### src/rtl/riscv_pkg.sv
// riscv_pkg: shared LSU width, FSM state and error encodings
package riscv_pkg;
  typedef enum logic [2:0] {
    LSU_B  = 3'b000,
    LSU_H  = 3'b001,
    LSU_W  = 3'b010,
    LSU_BU = 3'b100,
    LSU_HU = 3'b101
  } lsu_width_e;
  typedef enum logic [1:0] {IDLE, WAIT_GNT, WAIT_RV} lsu_state_e;
  typedef enum logic [1:0] {
    LSU_ERR_NONE,
    LSU_ERR_MISALIGN,
    LSU_ERR_BUS,
    LSU_ERR_TIMEOUT
  } lsu_err_e;
endpackage

### src/rtl/lsu_align.sv
// lsu_align: byte enables, store lane replication and load extract/extension
module lsu_align (
  input  logic [2:0]  width,
  input  logic [1:0]  addr_lo,
  input  logic [31:0] wdata,
  input  logic [31:0] rdata,
  output logic [3:0]  be,
  output logic [31:0] wdata_rep,
  output logic [31:0] rdata_ext
);
  logic [31:0] b_sh, h_sh;
  logic        sx_b, sx_h;
  always_comb begin
    b_sh      = rdata >> {addr_lo, 3'b000};
    h_sh      = rdata >> {addr_lo[1], 4'b0000};
    sx_b      = ~width[2] & b_sh[7];
    sx_h      = ~width[2] & h_sh[15];
    be        = width[1] ? 4'b1111 : width[0] ? 4'b0011 << {addr_lo[1], 1'b0} : 4'b0001 << addr_lo;
    wdata_rep = width[1] ? wdata : width[0] ? {2{wdata[15:0]}} : {4{wdata[7:0]}};
    rdata_ext = width[1] ? rdata : width[0] ? {{16{sx_h}}, h_sh[15:0]} : {{24{sx_b}}, b_sh[7:0]};
  end
endmodule

### src/rtl/mem_stage.sv
// mem_stage: RV32I memory stage driving a req/gnt/rvalid data bus and the registered WB port
module mem_stage
  import riscv_pkg::*;
#(
  parameter int GNT_TIMEOUT = 256,
  parameter int CNT_W       = 9
) (
  input  logic        clk,
  input  logic        reset,
  input  logic        mem_lsu_valid,
  input  logic        mem_lsu_wr_type,
  input  logic [2:0]  mem_lsu_width_type,
  input  logic [31:0] mem_lsu_addr,
  input  logic [31:0] mem_lsu_wdata,
  input  logic        mem_dest_we_valid,
  input  logic [4:0]  mem_dest_we_addr,
  input  logic [31:0] mem_dest_we_data,
  output logic        mem_stage_ready,
  output logic        data_req,
  input  logic        data_gnt,
  output logic        data_we,
  output logic [3:0]  data_be,
  output logic [31:0] data_addr,
  output logic [31:0] data_wdata,
  input  logic        data_rvalid,
  input  logic [31:0] data_rdata,
  input  logic        data_err,
  output logic        wb_dest_we_valid,
  output logic [4:0]  wb_dest_we_addr,
  output logic [31:0] wb_dest_we_data,
  output logic        lsu_err_valid,
  output logic [1:0]  lsu_err_code,
  output logic [31:0] lsu_err_addr
);
  lsu_state_e       state;
  logic [CNT_W-1:0] cnt;
  logic             req_we, cur_we;
  logic [2:0]       req_width, cur_width;
  logic [31:0]      req_addr, req_wdata, cur_addr, cur_wdata, rdata_ext;
  logic [4:0]       req_dest;
  logic             idle, bad, start, timeout;
  assign idle    = state == IDLE;
  assign bad     = mem_lsu_width_type == 3'b011 || mem_lsu_width_type[2:1] == 2'b11
                || (mem_lsu_wr_type && mem_lsu_width_type[2])
                || (mem_lsu_width_type[1:0] == 2'b01 && mem_lsu_addr[0])
                || (mem_lsu_width_type == LSU_W && mem_lsu_addr[1:0] != 2'b00);
  assign start   = idle && mem_lsu_valid && !bad;
  assign timeout = state == WAIT_GNT && !data_gnt && cnt == CNT_W'(GNT_TIMEOUT - 1);
  assign data_req        = !reset && (start || state == WAIT_GNT);
  assign mem_stage_ready = idle ? !start : state == WAIT_GNT ? timeout : data_rvalid;
  // The bus is fed straight from EX while idle, from the captured request afterwards
  assign {cur_we, cur_width, cur_addr, cur_wdata} = idle
    ? {mem_lsu_wr_type, mem_lsu_width_type, mem_lsu_addr, mem_lsu_wdata}
    : {req_we, req_width, req_addr, req_wdata};
  assign data_we   = cur_we;
  assign data_addr = {cur_addr[31:2], 2'b00};
  lsu_align u_align (
    .width     (cur_width),
    .addr_lo   (cur_addr[1:0]),
    .wdata     (cur_wdata),
    .rdata     (data_rdata),
    .be        (data_be),
    .wdata_rep (data_wdata),
    .rdata_ext (rdata_ext)
  );
  always_ff @(posedge clk) begin
    if (reset) begin
      state <= IDLE;
      cnt   <= '0;
      {req_we, req_width, req_addr, req_wdata, req_dest} <= '0;
      {wb_dest_we_valid, wb_dest_we_addr, wb_dest_we_data} <= '0;
      {lsu_err_valid, lsu_err_code, lsu_err_addr} <= '0;
    end else begin
      wb_dest_we_valid <= 1'b0;
      lsu_err_valid    <= 1'b0;
      case (state)
        IDLE:
          if (!mem_lsu_valid) begin
            {wb_dest_we_valid, wb_dest_we_addr, wb_dest_we_data} <= {mem_dest_we_valid, mem_dest_we_addr, mem_dest_we_data};
          end else if (bad) begin
            lsu_err_valid <= 1'b1;
            lsu_err_code  <= LSU_ERR_MISALIGN;
            lsu_err_addr  <= mem_lsu_addr;
          end else begin
            state <= data_gnt ? WAIT_RV : WAIT_GNT;
            {req_we, req_width, req_addr, req_wdata, req_dest} <= {mem_lsu_wr_type, mem_lsu_width_type, mem_lsu_addr, mem_lsu_wdata, mem_dest_we_addr};
          end
        WAIT_GNT: begin
          cnt <= (data_gnt || timeout) ? '0 : cnt + 1'b1;
          if (data_gnt) begin
            state <= WAIT_RV;
          end else if (timeout) begin
            state         <= IDLE;
            lsu_err_valid <= 1'b1;
            lsu_err_code  <= LSU_ERR_TIMEOUT;
            lsu_err_addr  <= req_addr;
          end
        end
        WAIT_RV:
          if (data_rvalid) begin
            state <= IDLE;
            if (data_err) begin
              lsu_err_valid <= 1'b1;
              lsu_err_code  <= LSU_ERR_BUS;
              lsu_err_addr  <= req_addr;
            end else if (!req_we) begin
              {wb_dest_we_valid, wb_dest_we_addr, wb_dest_we_data} <= {1'b1, req_dest, rdata_ext};
            end
          end
        default: state <= IDLE;
      endcase
    end
  end
endmodule

### config.mk
export PLATFORM = sky130hd
export DESIGN_NAME = mem_stage
export DESIGN_NICKNAME = d
export VERILOG_FILES = /design/src/rtl/riscv_pkg.sv /design/src/rtl/lsu_align.sv /design/src/rtl/mem_stage.sv
export SDC_FILE = /design/constraint.sdc
export NUM_CORES = 1
export LEC_CHECK = 0
export CORE_MARGIN = 4
export CORE_UTILIZATION = 60
export CTS_BUF_LIST = sky130_fd_sc_hd__clkbuf_16
export DETAILED_ROUTE_END_ITERATION = 8
export DONT_BUFFER_PORTS = 1
export PLACE_DENSITY = 0.76
export SLEW_MARGIN = 20
export SYNTH_ARGS = -nofsm -noshare
export SYNTH_HDL_FRONTEND = slang
export SYNTH_HIERARCHICAL = 1
export SYNTH_SLANG_ARGS = --single-unit
### constraint.sdc
create_clock -name clk -period 4.2 [get_ports clk]
set_input_delay 0.42 -clock clk [delete_from_list [all_inputs] [get_ports clk]]
set_output_delay 0.42 -clock clk [all_outputs]
set_load 0.01 [all_outputs]
# --- Word level (Yosys, flattened, before mapping) ---
# Index checks and enable logic that the tools add are counted.
op_classes:
  n_addsub: 1
  n_eq_ne: 18
  shifts: 4
  muxes: 53
  bitwise: 4
  n_reduce_logical: 26
ops:
  columns: ["operator", "count"]
  rows:
  - ["$mux W32", 14]
  - ["$pmux W32 S3", 1]
  - ["$mux W68", 1]
  - ["$pmux W32 S2", 1]
  - ["$shr A32 B5 Y16", 1]
  - ["$shr A32 B5 Y8", 1]
  - ["$mux W2", 12]
  - ["$mux W5", 4]
  - ["$ne A2 B2 Y1 const B", 9]
  - ["$mux W1", 12]
  - ["$pmux W2 S3", 2]
  - ["$pmux W5 S2", 1]
  - ["$add A9 B1 Y9 const B", 1]
  - ["$eq A9 B8 Y1 const B", 1]
  - ["$mux W9", 1]
  - ["$logic_and A1 B1 Y1", 8]
  - ["$mux W4", 2]
  - ["$reduce_and A7 Y1", 1]
  - ["$eq A3 B2 Y1 const B", 2]
  - ["$logic_or A1 B1 Y1", 6]
  - ["$reduce_and A5 Y1", 1]
  - ["$eq A2 B1 Y1 const B", 2]
  - ["$eq A2 B2 Y1 const B", 2]
  - ["$logic_not A1 Y1", 4]
  - ["other kinds (13)", 16]
word_totals:
  regBits: 157
  in_bits: 144
  output_inout_bits: 144
  wordCells: 119

# --- Longest topological paths before layout ---
# Gate-level depths: netlist of run 1.
depth:
  ltp_word: 10
  mapped_depth: 13
  ltp_nobuf: 9

# --- Cells and area by module ---
# Netlist of run 1, hierarchy kept.
modules_own_cells:
  columns: ["mod", "n_inst", "cells_each", "area_each_um2", "seq_area_each_um2"]
  rows:
  - ["mem_stage", 1, 851, 7652.3, 3143.0]
  - ["lsu_align", 1, 175, 1244.9, 0.0]

# --- Worst setup path after synthesis of run 1 ---
# No wires, ideal clock.
synth_timing:
  path_kind: "register to output"
  startpoint: "register state[0]"
  endpoint: "output port data_wdata[10]"
  t_arrival_ps: 2779
  t_required_ps: 3780
  setup_slack_ps: 1001
  stages_incl_launch_ff: 10
  n_path_buf: 4
  path_cell_list: "dfxtp_1 > inv_1 > ha_1 > clkbuf_1 > buf_1 > buf_1 > mux2_2 > buf_2 > nor2_2 > mux2_2"
synth_via:
  word_cells_on_any_way: 4
  classes_between: "3 x mux; 1 x reduce/logical"
synth_lines:
  columns: ["element", "line_no", "text"]
  rows:
  - ["start: declaration", "mem_stage.sv:35", "lsu_state_e state;"]
  - ["start signal: assignment", "mem_stage.sv:85", "state <= data_gnt ? WAIT_RV : WAIT_GNT;"]
  - ["$logic_not A2 Y1", "mem_stage.sv:42", "assign idle = state == IDLE;"]
  - ["$mux W68", "mem_stage.sv:53", "? {mem_lsu_wr_type, mem_lsu_width_type, mem_lsu_addr, mem_lsu_wdata}"]
  - ["via cur_width[1]", "mem_stage.sv:38", "logic [2:0] req_width, cur_width;"]
  - ["$mux W32", "lsu_align.sv:19", "wdata_rep = width[1] ? wdata : width[0] ? {2{wdata[15:0]}} : {4{wdata[7:0]}};"]
  - ["end: declaration", "mem_stage.sv:24", "output logic [31:0] data_wdata,"]
# The timed path passes the listed nets, and every way through them passes these cells.

# --- Final worst setup path of run 1 ---
# Ends and elaborated chain as after synthesis.

==> results by group, run 1 <==
Logic synthesis
  • EDFF count, synth: 0
  • Most frequent cell after synthesis: nand2_1
  • Syn avg cell area: 8.67 um2
  • Synth Warn #: 6
  • Post-Syn Instances: 1026
  • Synth unique cells: 58
  • Post-synthesis register bit count: 157
  • Most frequent cells after synthesis: nand2_1 (184), dfxtp_1 (157), a21oi_1 (117)
  • Ranking of synthesized cells by area: dfxtp_1 (35%), mux2_2 (11%), mux2i_1 (9.8%), nand2_1 (7.8%), a21oi_1 (6.6%)
  • Ys flop type: dfxtp_1
  • Ys async rst share: 0%
  • Synthesized cell area: 0.00890 mm2
  • Synth top area share: 35.3%
  • Cell taking the most area after synthesis: dfxtp_1
  • Sequential share of the synthesized area: 35.3%

Detailed routing
  • DRC errors left: 0
  • 1st-iter DRT viols: 497
  • Wirelength per Cell: 20.9 um
  • Pre-Repair DR Iteration Count: 5
  • Routed wire length: 23400 um
  • Vias/cell: 6.25
  • Via count: 7021
  • Antenna-violating nets left: 0

Cells and area
  • Fin nets: 1077
  • Synthesis-to-layout area growth: 1.81%
  • Multi-input gate area: approximately 0.0050 mm2
  • Fin cells: between 1000 and 1500
  • Fill cell count: ~1300
  • Reg area: 0.00314 mm2
  • Post-layout util: 62.3%
  • Fraction of layout cells with a size suffix above 1: 19.0%
  • Ant. Diodes: 0

Pwr
  • Switching Fraction: 33.7%
  • PD cells: 470 mW/mm2
  • Seq pwr share: a little over two fifths
  • Pwr Total: ~4.3 mW
  • Maximum vdd drop: approximately 250 uV
  • Clock power frac: 33.2%
  • Leakage: 3.16 nW
  • Combinational power share: 24.3%
  • Internal: 2.82 mW
  • P_sw: 1.44 mW

Place
  • Pre-CTS WS: 1.10 ns
  • DP Wirelength: 15800 um
  • Cells after DPL: around 1100
  • GPL Wtd Cong: 0.855
  • Port Buf Inserts: 0

Setup path
  • R2R Path End: wb_dest_we_data[0]$_SDFFE_PP0P_
  • Reg2Reg Launch Point: state[0]$_SDFFE_PP0P_
  • Crit. End Element: output port
  • CP cell instances: inv_1 -> ha_4 -> mux2_2 -> nor2_2 -> mux2_2
  • Startpoint Class: flop
  • Buf/Inv on CP: 1
  • Critical path class: flop to output port
  • Crit path top cell by count: mux2_2
  • Max Fanout on Critical Path: 45
  • Crit path required time: around 3.8 ns
  • R2R Setup Slk: ~1.0 ns
  • CP max stage delay: 0.64 ns
  • CP delay by family, top: multiplexers
  • Cells on worst reg2reg path: 8
  • Data arrival time of the worst path: 3.10 ns
  • Slowest library cell on the worst path: mux2_2

Hold path
  • Hold Path End: lsu_err_addr[14]$_SDFFE_PP0P_
  • Hold depth: 1
  • HP Class: input port to flop
  • Hold_sp: reset

GRT
  • Global-route wire length before repair: about 35000 um
  • GRT Resource Usage Total: 26.1%
  • Largest net degree at the start of global routing: 160
  • Total gr overflow: 0
  • Vias in the first global route: between 6000 and 7000
  • Initial antenna violation count: 0

STA
  • Final setup fails: 0
  • Hold Fails Final Rpt: 0
  • Worst-margin pin slew: between 0.8 and 0.9 ns
  • Final Max Tran Viols: 0
  • Tmin final: approximately 3.5 ns
  • Total negative setup slack: 0 ns
  • Worst Skew: ~0.0093 ns
  • Final period util: 83.7%
  • Worst setup margin: 0.684 ns
  • RSZ-0062 raised after global routing: no
  • Fmax: ~280 MHz
  • Slew HR: 44.6%

CTS
  • Maximum buffer depth of the clock tree: 2
  • Clk slew on worst S/H paths: 0.06 ns
  • Clock tree sinks: approximately 160
  • CTS H-tree lvls: 4
  • Cts bufs inserted: 17
  • CTS tree: done
  • Post-CTS Hold Buffers: 0
  • Setup bufs post-CTS: 0
  • Clk_lat worst skew: 0.42 ns
  • Root Buffer: clkbuf_16
  • Post-CTS resize count: 0

Flow run
  • # Max-Cap Violations: 0

Floorplanning
  • Cell row count: 44
  • Die outline area: between 0.015 and 0.02 mm2
  • Vert. Die Dim: 130 um
  • Placeable Area: roughly 0.015 mm2
  • Die span in x: ~130 um
  • Count of boundary I/O pins: 288
  • Initial Util: 61.2%

Outcome
  • Outcome: complete, no violations
flip-flops by register name, summed over array words and instances, names as in the netlist:
signal            flops
lsu_err_addr         32
req_addr             32
req_wdata            32
wb_dest_we_data      32
cnt                   9
req_dest              5
wb_dest_we_addr       5
req_width             3
lsu_err_code          2
state                 2
lsu_err_valid         1
req_we                1
wb_dest_we_valid      1
layer usage:
metal	track usage [%]	vias to the layer above	share of wire (%)
met4	7.09	0	1.5
met3	9.95	26	11
met1	33.3	3269	40
met2	41.8	324	48
met5	0	-	0
li1	-	3402	-
worst reg2reg max path: stages, from the launching register on:
cell	delay [ns]
dfxtp_1	0.33
inv_1	0.14
ha_4	0.55
mux2_2	0.62
nor2b_1	0.58
o22ai_1	0.16
a221oi_1	0.35
mux2i_1	0.13
a211oi_1	0.24
cell families after synthesis:
logic type | share of synthesized area (%)
AND/OR/NAND/NOR | 13.1
buffers and inverters | 8.75
other | 0.0421
AO/OA/AOI/OAI | 21.1
adder cells (fa/ha/maj) | 0.984
flip-flops | 35.3
multiplexers | 20.7
placed cells by master (no fill, tap or decap), types with 3 or more instances in the layout:
master     synthesis  final
and3_1             5      5
nor2_1            53     53
clkinv_2           0      3
a21oi_1          117    117
inv_6              0      6
nand2b_1           4      4
dfxtp_1          157    157
o21ai_2           10     10
nand2_1          184    184
ha_1               7      5
nor3b_1            4      4
mux2_2            84     84
o22ai_1            7      7
mux2i_1           87     87
o21ai_0           23     22
a211oi_2          29     29
nor2b_1           10     10
a221oi_1           8      8
o211ai_1           7      7
clkinv_4           0      3
buf_4             46     10
a31oi_1            3      3
a211oi_1          42     41
clkbuf_16          0     17
inv_1              7      7
a22oi_1            7      7
power by group through the flow:
stage | clock network [mW] | logic, mW | registers [mW]
CTS | 1.45 | 1.03 | 1.81
floorplan | 0 | 0.966 | 1.80
global route | 1.52 | 1.13 | 1.83
finish | 1.41 | 1.03 | 1.81
global placement | 0 | 1.02 | 1.84
detailed placement | 0 | 1.03 | 1.84
how the worst max path moves through the flow:
stage,slack [ns],startpoint,cells past startpoint,end
floorplan,1.00,state[0]$_SDFFE_PP0P_,9,data_wdata[10]
detailed placement,1.10,state[0]$_SDFFE_PP0P_,8,wb_dest_we_data[8]$_SDFFE_PP0P_
finish,0.68,state[0]$_SDFFE_PP0P_,5,data_wdata[10]
global route,0.55,state[0]$_SDFFE_PP0P_,5,data_wdata[13]
CTS,0.70,state[0]$_SDFFE_PP0P_,5,data_wdata[10]
global placement,1.14,state[0]$_SDFFE_PP0P_,8,wb_dest_we_data[0]$_SDFFE_PP0P_
stage by stage:
step,hold WS [ns],area [um2]
final,0.0565,9060
after global routing,0.0411,9060
after CTS,0.0522,9060
after detailed placement,0.439,8520
after global placement,0.434,8520
after floorplan,0.434,8900
layout make-up:
class,instances,area share [%]
clock inverters,15,1.24
flip-flops and latches,157,34.7
inverters,8,0.331
repair buffers,10,0.829
well taps,184,2.54
clock buffers,17,4.70
multi-input cells,732,55.7
Power figures use the tool's default switching activity.
==> inputs of run 2 (changes only) <==
--- a/config.mk
+++ b/config.mk
@@ -5,8 +5,9 @@
 export SDC_FILE = /design/constraint.sdc
 export NUM_CORES = 1
 export LEC_CHECK = 0
+export ABC_AREA = 1
 export CORE_MARGIN = 4
-export CORE_UTILIZATION = 60
+export CORE_UTILIZATION = 58
 export CTS_BUF_LIST = sky130_fd_sc_hd__clkbuf_16
 export DETAILED_ROUTE_END_ITERATION = 8
 export DONT_BUFFER_PORTS = 1
==> constraint.sdc (replaced) <==
create_clock -name clk -period 2.9 [get_ports clk]
set_input_delay 0.29 -clock clk [delete_from_list [all_inputs] [get_ports clk]]
set_output_delay 0.29 -clock clk [all_outputs]
set_load 0.01 [all_outputs]
==> run 2 against run 1 <==
  * First-iteration DRC count grew 69%
  * Critical path depth grew 5
  * Clock power grew 57%
  * Clock skew grew 0.0022 ns
==> results by group, run 2 <==
GRT
  • Total gr overflow: 0
  • Largest net degree at the start of global routing: 75
  • Initial antenna violation count: 0
  • GRT Resource Usage Total: between 20 and 30%
  • Vias in the first global route: 7800
  • Global-route wire length before repair: between 40000 and 50000 um

STA
  • Worst Skew: about 0.011 ns
  • Total negative setup slack: 0 ns
  • Worst setup margin: 0.169 ns
  • Final Max Tran Viols: 0
  • Final setup fails: 0
  • Tmin final: 2.73 ns
  • Slew HR: between 30% and 40%
  • Final period util: a little over nine tenths
  • Hold slack: approximately 0.035 ns
  • RSZ-0062 raised after global routing: no
  • Worst-margin pin slew: between 0.9 and 1 ns
  • Fmax: 366 MHz
  • Hold Fails Final Rpt: 0

Hold path
  • HP Class: input port to flop
  • Hold depth: 2

Setup path
  • Cell count along the critical path: 10
  • Slowest library cell on the worst path: dfxtp_1
  • Crit path required time: 2.61 ns
  • Crit. End Element: output port
  • Buf/Inv on CP: 4
  • Data arrival time of the worst path: approximately 2.4 ns
  • CP delay by family, top: buffers and inverters
  • CP max stage delay: 0.38 ns
  • Critical path class: flop to output port
  • Max Fanout on Critical Path: 24
  • Startpoint Class: flop
  • CP cell instances: inv_1 -> ha_2 -> inv_4 -> nand2_1 -> o21ai_4 -> buf_8 -> a21oi_1 -> o21ai_0 -> o21ai_1 -> buf_4
  • Cells on worst reg2reg path: 16

Detailed routing
  • Pre-Repair DR Iteration Count: 5
  • 1st-iter DRT viols: ~840
  • Met3 wire len: roughly 2900 um
  • Antenna-violating nets left: 0
  • Wirelength per Cell: 16.6 um
  • Met1 WL: approximately 11000 um
  • Routed wire length: 26300 um
  • WL met2: about 12000 um
  • Via count: 8578
  • Vias/cell: around 5.4
  • Top Metal Used: met4
  • DRC errors left: 0

Cells and area
  • Fin nets: 1513
  • Fill cell count: roughly 1500
  • Most common cell after layout, fill and taps aside: nand2_1
  • Synthesis-to-layout area growth: 5.53%
  • Ant. Diodes: 0
  • Most frequent cells in the layout: nand2_1 (463), nor2_1 (197), dfxtp_1 (157), o21ai_0 (133), inv_1 (104)
  • Fraction of layout cells with a size suffix above 1: 6.55%

Floorplanning
  • Cell row count: 45
  • Die span in x: 133 um
  • Count of boundary I/O pins: around 290
  • Vert. Die Dim: roughly 130 um
  • Initial Util: 59.5%
  • Placeable Area: 0.0153 mm2
  • Die outline area: 0.0178 mm2

Logic synthesis
  • EDFF count, synth: 0
  • Synth Warn #: 6
  • Sequential share of the synthesized area: 34.5%
  • Ys flop type: dfxtp_1
  • Synthesized cell area: 0.00911 mm2
  • Most frequent cell after synthesis: nand2_1
  • Syn avg cell area: 6.32 um2
  • Synth unique cells: 35
  • Most frequent cells after synthesis: nand2_1 (463), nor2_1 (198), dfxtp_1 (157)
  • Synth top area share: 34.5%
  • Post-synthesis register bit count: 157
  • Cell taking the most area after synthesis: dfxtp_1
  • Ys async rst share: 0%
  • Ranking of synthesized cells by area: dfxtp_1 (34%), nand2_1 (19%), nor2_1 (8.2%), o21ai_0 (7.8%), inv_1 (4.4%)
  • Post-Syn Instances: 1441

CTS
  • Clk_lat worst skew: 0.42 ns
  • Maximum buffer depth of the clock tree: 2
  • CTS tree: done
  • Clock tree sinks: 157
  • Cts bufs inserted: 17
  • Root Buffer: clkbuf_16
  • Clk slew on worst S/H paths: 0.06 ns
  • CTS H-tree lvls: 4

Flow run
  • # Max-Cap Violations: 0

Place
  • GPL Wtd Cong: just over 0.9
  • Pre-CTS WS: 0.374 ns
  • DP Wirelength: 18000 um
  • Port Buf Inserts: 0

Pwr
  • PD cells: 715 mW/mm2
  • Maximum vdd drop: between 400 and 500 uV
  • Leakage: 4.48 nW

Outcome
  • Outcome: complete, no violations
[run 2: changes by cell type in the layout (fill, tap and decap cells not counted), moves of 50 or more]
cell / delta
o21ai_0: +111
mux2_2: -84
mux2i_1: -50
nand2_1: +279
nor2_1: +144
inv_1: +97
[run 2: worst reg2reg max path: stages (launching register included)]
cell and delay [ns]:
dfxtp_1 0.38, inv_1 0.11, ha_2 0.23, inv_4 0.17, nand2_1 0.07, o21ai_1 0.21, buf_4 0.29, nand2_1 0.08
nand2_1 0.06, nand2_1 0.05, nand2_2 0.11, nand3_4 0.12, nand2_2 0.11, nand2_4 0.13, nand2_1 0.11, mux2i_1 0.07
a21oi_1 0.17
[run 2: metal layers]
layer  GRT usage (%)  up-vias
li1                -     4362
met1            35.9     3790
met2            46.7      385
met3            11.1       41
met4            7.89        0
met5               0        -
[run 2: stage by stage]
stage / total power, mW / utilization (%) / std cells / instance area [um2]
floorplan: 4.30 / - / 1442 / 9110
finish: 6.87 / 62.8 / 1585 / 9620
global placement: 4.62 / 58.5 / 1549 / 8960
detailed placement: 4.64 / 58.5 / 1549 / 8960
CTS: 6.88 / 62.5 / 1582 / 9570
global route: 7.31 / 62.8 / 1585 / 9620
[run 2: power by group]
| group | internal (mW) | total [mW] | leakage [nW] | switching [mW] |
|---|---|---|---|---|
| clock | 1.33 | 2.22 | 0.279 | 0.888 |
| combinational | 0.626 | 1.92 | 2.91 | 1.29 |
| sequential | 2.44 | 2.74 | 1.29 | 0.292 |
[run 2: final cells by class]
| cell class | count | area (um2) | area share [%] |
|---|---|---|---|
| tap | 211 | 264 | 2.75 |
| sequential | 157 | 3140 | 32.7 |
| clock buffer | 17 | 425 | 4.42 |
| multi-input combinational | 1039 | 4850 | 50.4 |
| clock inverter | 14 | 154 | 1.60 |
| inverter | 109 | 419 | 4.36 |
| timing repair buffer | 38 | 364 | 3.79 |
[run 2: kinds of logic after synthesis]
kind of cell	after synthesis	synth area share, %
adders and majority gates	7	0.961
xor gates and xnor gates	2	0.192
muxes	37	4.06
AOI/OAI and AO/OA	254	15.0
DFF	157	34.5
and+or+nand+nor	736	32.4
buffers and inverters	247	12.8
other	1	0.0412
[run 2: path summary, 6_finish.rpt]
kind | startpoint | endpoint | slack [ns]
max | state[0]$_SDFFE_PP0P_ | data_wdata[10] | 0.17
min | mem_lsu_addr[29] | req_addr[29]$_SDFFE_PP0P_ | 0.03
max reg2reg | state[0]$_SDFFE_PP0P_ | wb_dest_we_data[30]$_SDFFE_PP0P_ | 0.38
min reg2reg | cnt[8]$_SDFFE_PP0N_ | cnt[8]$_SDFFE_PP0N_ | 0.47
[run 2: repair_timing]
action                     4_1_cts  5_1_grt
resized for setup                5       11
hold buffers                     1        1
pin swaps                        1        0
hold endpoints to repair         9        1
buffers inserted                 0        2
gates cloned                     1        0
setup endpoints to repair        6       10
